File: src/rtl/vga_fb_reader.sv
// vga_fb_reader
//   640x480@60 Hz VGA scan-out from a 50 MHz system clock. Reads a 1-bpp,
//   160x120 framebuffer (10 words per row, MSB leftmost) through the read-only
//   BRAM port B. Each framebuffer bit covers a 4x4 block of screen pixels.
//   Words are prefetched a few pixels ahead of the point where they are needed.
//   Optional feature macro: VGA_BORDER_EN. When it is defined, a one-pixel
//   FG_RGB frame is drawn around the visible area. Fetch timing is unchanged.
module vga_fb_reader #(
    parameter logic [15:0] FB_BASE = 16'h0C00,
    parameter logic [23:0] FG_RGB  = 24'hFFFFFF,
    parameter logic [23:0] BG_RGB  = 24'h000000
) (
    input  logic        clk,
    input  logic        rst,
    output logic [15:0] addr_b,
    input  logic [15:0] q_b,
    output logic        we_b,
    output logic        vga_clk,
    output logic        vga_hs,
    output logic        vga_vs,
    output logic        vga_blank_n,
    output logic        vga_sync_n,
    output logic [7:0]  vga_r,
    output logic [7:0]  vga_g,
    output logic [7:0]  vga_b
);

    localparam logic [9:0] H_VISIBLE     = 10'd640;
    localparam logic [9:0] H_SYNC_START  = 10'd656;
    localparam logic [9:0] H_SYNC_END    = 10'd752;
    localparam logic [9:0] H_LAST        = 10'd799;
    localparam logic [9:0] V_VISIBLE     = 10'd480;
    localparam logic [9:0] V_SYNC_START  = 10'd490;
    localparam logic [9:0] V_SYNC_END    = 10'd492;
    localparam logic [9:0] V_LAST        = 10'd524;
    // Mid-line fetch/capture slots stop after word 9 has been requested (hcount 572/574).
    localparam logic [9:0] H_MID_LIMIT   = 10'd576;
    localparam logic [9:0] H_EOL_FETCH   = 10'd796;
    localparam logic [9:0] H_EOL_CAPTURE = 10'd798;

    logic        pix_en;
    logic [9:0]  hcount;
    logic [9:0]  vcount;
    logic [15:0] next_word;
    logic [15:0] shreg;

    logic        line_vis;
    logic        h_vis;
    logic [9:0]  next_line;
    logic [15:0] cur_row;
    logic [15:0] nxt_row;
    logic [15:0] word_idx;
    logic [15:0] row_base;
    logic [15:0] next_row_base;
    logic [15:0] addr_mid;
    logic        fetch_mid;
    logic        fetch_eol;
    logic        capture;
    logic        load_word;
    logic        shift_bit;
    logic        pix_bit;
    logic        border;
    logic [23:0] pix_rgb;

    assign we_b       = 1'b0;
    assign vga_sync_n = 1'b0;
    assign vga_clk    = pix_en;

    // Decode the current raster position into fetch, capture, shift and colour decisions.
    always_comb begin
        line_vis      = vcount < V_VISIBLE;
        h_vis         = hcount < H_VISIBLE;
        next_line     = (vcount == V_LAST) ? 10'd0 : vcount + 10'd1;
        cur_row       = {6'd0, vcount} >> 2;
        nxt_row       = {6'd0, next_line} >> 2;
        word_idx      = {6'd0, hcount} >> 6;
        // row*10 as row*8 + row*2, 16-bit with natural wrap.
        row_base      = FB_BASE + (cur_row << 3) + (cur_row << 1);
        next_row_base = FB_BASE + (nxt_row << 3) + (nxt_row << 1);
        addr_mid      = row_base + word_idx + 16'd1;

        fetch_mid = line_vis && (hcount[5:0] == 6'd60) && (hcount < H_MID_LIMIT);
        // Word 0 of the coming line is only needed if that line is visible.
        fetch_eol = (hcount == H_EOL_FETCH) &&
                    ((vcount == V_LAST) || (vcount < (V_VISIBLE - 10'd1)));
        capture   = ((hcount[5:0] == 6'd62) && (hcount < H_MID_LIMIT)) ||
                    (hcount == H_EOL_CAPTURE);
        load_word = line_vis && h_vis && (hcount[5:0] == 6'd0);
        shift_bit = hcount[1:0] == 2'd3;

        // On a word boundary the freshly loaded word supplies the pixel,
        // so the first screen pixel of each word is its MSB.
        pix_bit = load_word ? next_word[15] : shreg[15];

`ifdef VGA_BORDER_EN
        border = line_vis && h_vis &&
                 ((hcount == 10'd0) || (hcount == (H_VISIBLE - 10'd1)) ||
                  (vcount == 10'd0) || (vcount == (V_VISIBLE - 10'd1)));
`else
        border = 1'b0;
`endif

        if (!(line_vis && h_vis)) begin
            pix_rgb = 24'd0;
        end else if (border || pix_bit) begin
            pix_rgb = FG_RGB;
        end else begin
            pix_rgb = BG_RGB;
        end
    end

    // Pixel tick: divide clk by two; everything else advances only when pix_en is high.
    always_ff @(posedge clk) begin
        if (!rst) begin
            pix_en <= 1'b0;
        end else begin
            pix_en <= ~pix_en;
        end
    end

    // Raster counters, 800 ticks per line and 525 lines per frame.
    always_ff @(posedge clk) begin
        if (!rst) begin
            hcount <= 10'd0;
            vcount <= 10'd0;
        end else if (pix_en) begin
            if (hcount == H_LAST) begin
                hcount <= 10'd0;
                vcount <= (vcount == V_LAST) ? 10'd0 : vcount + 10'd1;
            end else begin
                hcount <= hcount + 10'd1;
            end
        end
    end

    // BRAM port B address issue and read-data capture; address holds between fetches.
    always_ff @(posedge clk) begin
        if (!rst) begin
            addr_b    <= FB_BASE;
            next_word <= 16'd0;
        end else if (pix_en) begin
            if (fetch_mid) begin
                addr_b <= addr_mid;
            end else if (fetch_eol) begin
                addr_b <= next_row_base;
            end
            if (capture) begin
                next_word <= q_b;
            end
        end
    end

    // Pixel shifter: load on word boundaries, otherwise advance one bit every 4 ticks.
    always_ff @(posedge clk) begin
        if (!rst) begin
            shreg <= 16'd0;
        end else if (pix_en) begin
            if (load_word) begin
                shreg <= next_word;
            end else if (shift_bit) begin
                shreg <= {shreg[14:0], 1'b0};
            end
        end
    end

    // Video outputs registered together so syncs, blank and colour stay aligned.
    always_ff @(posedge clk) begin
        if (!rst) begin
            vga_hs      <= 1'b1;
            vga_vs      <= 1'b1;
            vga_blank_n <= 1'b0;
            vga_r       <= 8'd0;
            vga_g       <= 8'd0;
            vga_b       <= 8'd0;
        end else if (pix_en) begin
            vga_hs      <= !((hcount >= H_SYNC_START) && (hcount < H_SYNC_END));
            vga_vs      <= !((vcount >= V_SYNC_START) && (vcount < V_SYNC_END));
            vga_blank_n <= line_vis && h_vis;
            {vga_r, vga_g, vga_b} <= pix_rgb;
        end
    end

endmodule

File: config.mk
export PLATFORM = sky130hd
export DESIGN_NAME = vga_fb_reader
export DESIGN_NICKNAME = d
export VERILOG_FILES = /design/src/rtl/vga_fb_reader.sv
export SDC_FILE = /design/constraint.sdc
export NUM_CORES = 1
export LEC_CHECK = 0
export ABC_AREA = 1
export BUFFER_PORTS_ARGS = -buffer_cell sky130_fd_sc_hd__buf_2
export CAP_MARGIN = 20
export CELL_PAD_IN_SITES_DETAIL_PLACEMENT = 0
export CELL_PAD_IN_SITES_GLOBAL_PLACEMENT = 1
export CORE_MARGIN = 5
export CORE_UTILIZATION = 44
export DETAILED_ROUTE_END_ITERATION = 6
export GPL_TIMING_DRIVEN = 0
export PLACE_DENSITY = 0.94
export SLEW_MARGIN = 20
export SYNTH_ARGS = -nofsm -noshare
export SYNTH_HDL_FRONTEND = slang
export SYNTH_SLANG_ARGS = --single-unit
File: constraint.sdc
create_clock -name clk -period 4 [get_ports clk]
set_clock_uncertainty 0.15 [all_clocks]
set_input_delay 1 -clock clk [delete_from_list [all_inputs] [get_ports clk]]
set_output_delay 1 -clock clk [all_outputs]
set_load 0.01 [all_outputs]
==> flow_metrics.py <==
metrics = {
    "outcome": {
        "status": "finished clean",
    },
    "timing": {
        "setup_viol": 0,
        "slew_violations": 0,
        "final_hold_viol_count": 0,
        "worst_pin_slew_ns": 0.710,
        "setup_tns_ns": 0,
        "period_needed_ns": 2.93,
        "slew_headroom_pct": 52.6,
        "clock.fmax_mhz": 342,
        "rsz0062_at_grt": "false",
        "finalCritPeriodShare_pct": 73.2,
    },
    "cts": {
        "cts_resized": 0,
        "clock-sinks": 70,
        "cts_tree": "done",
        "cts.hold.buffers_added": 0,
        "cts_made_buffers": 9,
        "clk_pin_slew_worst_paths_ns": 0.09,
        "clk_path_buf_depth": 2,
        "root_buffer": "clkbuf_8",
        "clk_latency_ns": 0.35,
        "ctsHtreeMaxLevel": 3,
        "postCtsSetupRepairBufs": 0,
    },
    "run": {
        "drv_cap": 0,
    },
    "worst_setup_path": {
        "worstPathRequired_ns": 4.07,
        "startpoint_type": "register",
        "crit_path_end_kind": "register",
        "crit_type": "reg -> reg",
        "crit_fanout": 6,
        "arrival_ns": 3.00,
        "cp_slowest_cell": "dfxtp_1",
        "cp_top_family": "simple AND/OR/NAND/NOR gates",
        "path_buf_inv": 3,
        "crit_chain": "ha_1 -> inv_1 -> nor2_1 -> xor2_1 -> nor2_1 -> ha_1 -> inv_1 -> fa_1 -> inv_1 -> nand4_1 -> o211ai_1 -> nand2_1 -> nand3_1 -> nand2_1 -> nand2_1 -> nand3_1",
        "slowest_delay_ns": 0.44,
    },
    "synth": {
        "yosys.area_share.simple_pct": 25.4,
        "synth_compound_area_share_pct": 16.1,
        "netlist_instances": 609,
        "synth_mux_area_share_pct": 0,
        "synth.yosys.seq_area_share_pct": 33.1,
        "synthXorXnorAreaFrac_pct": 1.86,
        "synth_top_cell_by_area": "dfxtp_1",
        "avgSynthCellArea_um2": 6.94,
        "synthTopCellsByArea": "dfxtp_1 (33%), nand2_1 (10%), o21ai_0 (8.5%)",
        "synthesis.area_um2": 4230,
        "yosys.area.top_type_share_pct": 33.1,
        "yosys.area_share.adder_pct": 9.71,
        "yosys_warnings": 0,
        "synth_cell_types": 37,
        "synth_top_family_by_area": "simple AND/OR/NAND/NOR gates",
        "ys_ff_latch": 70,
    },
    "global_route": {
        "grt_max_degree": 26,
        "grt_pass1_wl_mm": 17.8,
        "track_usage_pct": 19.0,
        "antenna_found_initial": 0,
        "gr-total-overflow": 0,
        "grt_pass1_vias": 3913,
    },
    "drt": {
        "drc": 0,
        "wl_mm": 10.8,
        "ant_nets": 0,
        "routedWlPerCell_um": 13.2,
        "num_vias": 4032,
        "via_per_inst": 4.94,
        "dr.pass1.iters": 4,
        "drtIter0Drc": 181,
    },
    "placement": {
        "gp_congestion": 0.915,
        "dp.cells": 800,
        "dp_hpwl_mm": 8.31,
        "port_buffers": 58,
    },
    "floorplanning": {
        "dieArea_um2": 11700,
        "core_area_um2": 9280,
        "start_util_pct": 45.5,
        "die_x_um": 108,
        "row_count": 35,
        "fp.dieH_um": 108,
        "io_pins": 64,
    },
    "cells_and_area": {
        "final_common_cell": "nand2_1",
        "fin_cells": 816,
        "final_cell_mix": "nand2_1 (113), nor2_1 (83), o21ai_0 (72), dfxtp_1 (70), inv_1 (67)",
        "drive_above_1_share_pct": 18.3,
        "postLayoutCoreUtil_pct": 52.6,
        "antennaDiodeCount": 0,
        "synthToLayoutAreaGrowth_pct": 15.5,
        "layout.nets": 731,
    },
    "pwr": {
        "leakage_nw": 2.40,
        "power_density_nw_per_um2": 286,
        "vdd_drop_max_mv": 0.164,
    },
    "min_path": {
        "hp-class": "reg -> reg",
    },
}
==> worst paths after layout <==
check	startpoint	cells past startpoint	end	slack, ns
worst max-delay path	vcount[0]	16	addr_b[11]	1.07
worst min-delay path	next_word[3]	2	next_word[3]	0.30
worst min register to register	next_word[3]	2	next_word[3]	0.30
worst max register to register	vcount[0]	16	addr_b[11]	1.07
==> cell usage after synthesis, drive strengths merged <==
cell	number
clkbuf	8
nand2	118
xnor2	1
o21bai	1
a21oi	34
a31oi	6
dfxtp	70
xor2	8
o32ai	2
o21ai	73
nor4	2
a211oi	1
nand3b	1
o211ai	1
nor3b	1
inv	71
ha	28
nor3	6
buf	38
o22ai	8
a21boi	1
nand3	31
or2	2
nor2	86
conb	1
fa	3
nand4	7
==> metal layers <==
metal,wire (um),GRT usage (%),vias to the layer above
met5,0,0,-
met3,630,4.60,18
li1,-,-,2102
met4,242,6.85,0
met2,5120,32.8,107
met1,4810,22.8,1805
==> registers in the layout, summed over array words and instances, names as in the netlist <==
signal	count
vga_r	1
next_word	16
vga_blank_n	1
vcount	10
vga_vs	1
hcount	10
vga_hs	1
shreg	16
vga_clk	1
addr_b	13
==> logic make-up after synthesis <==
family | Yosys count
other | 1
AOI/OAI and AO/OA | 127
DFF | 70
xor gates and xnor gates | 9
adders and majority gates | 31
buffers and inverters | 117
and+or+nand+nor | 254
==> power by group <==
group	switching (W)	internal [W]
registers	0.0000117	0.000714
clock network	0.000310	0.000240
logic	0.0000720	0.0000474
==> area by class of cell <==
type                            count  area, um2
Buffer                             46        310
Clock buffer                        9        124
Clock inverter                      7       65.1
Fill cell                         954       4400
Inverter                           71        267
Multi-Input combinational cell    426       2260
Sequential cell                    70       1400
Tap cell                          129        161
Timing Repair Buffer               58        290
==> through the flow <==
step	hold slack, ns	power, W	cell area (um2)	setup WS (ns)
after floorplan	0.275	0.000823	4240	1.52
after global placement	0.290	0.000858	4690	1.14
after detailed placement	0.290	0.000860	4690	1.08
after CTS	0.303	0.00141	4880	1.06
after global routing	0.317	0.00146	4880	0.717
final	0.305	0.00139	4880	1.07
==> tightest hold or removal path: stages, from the launching register on <==
cell and delay (ns):
dfxtp_1 0.31, inv_1 0.05, a21oi_1 0.05
Note: power is estimated with default switching activity, not from simulation.
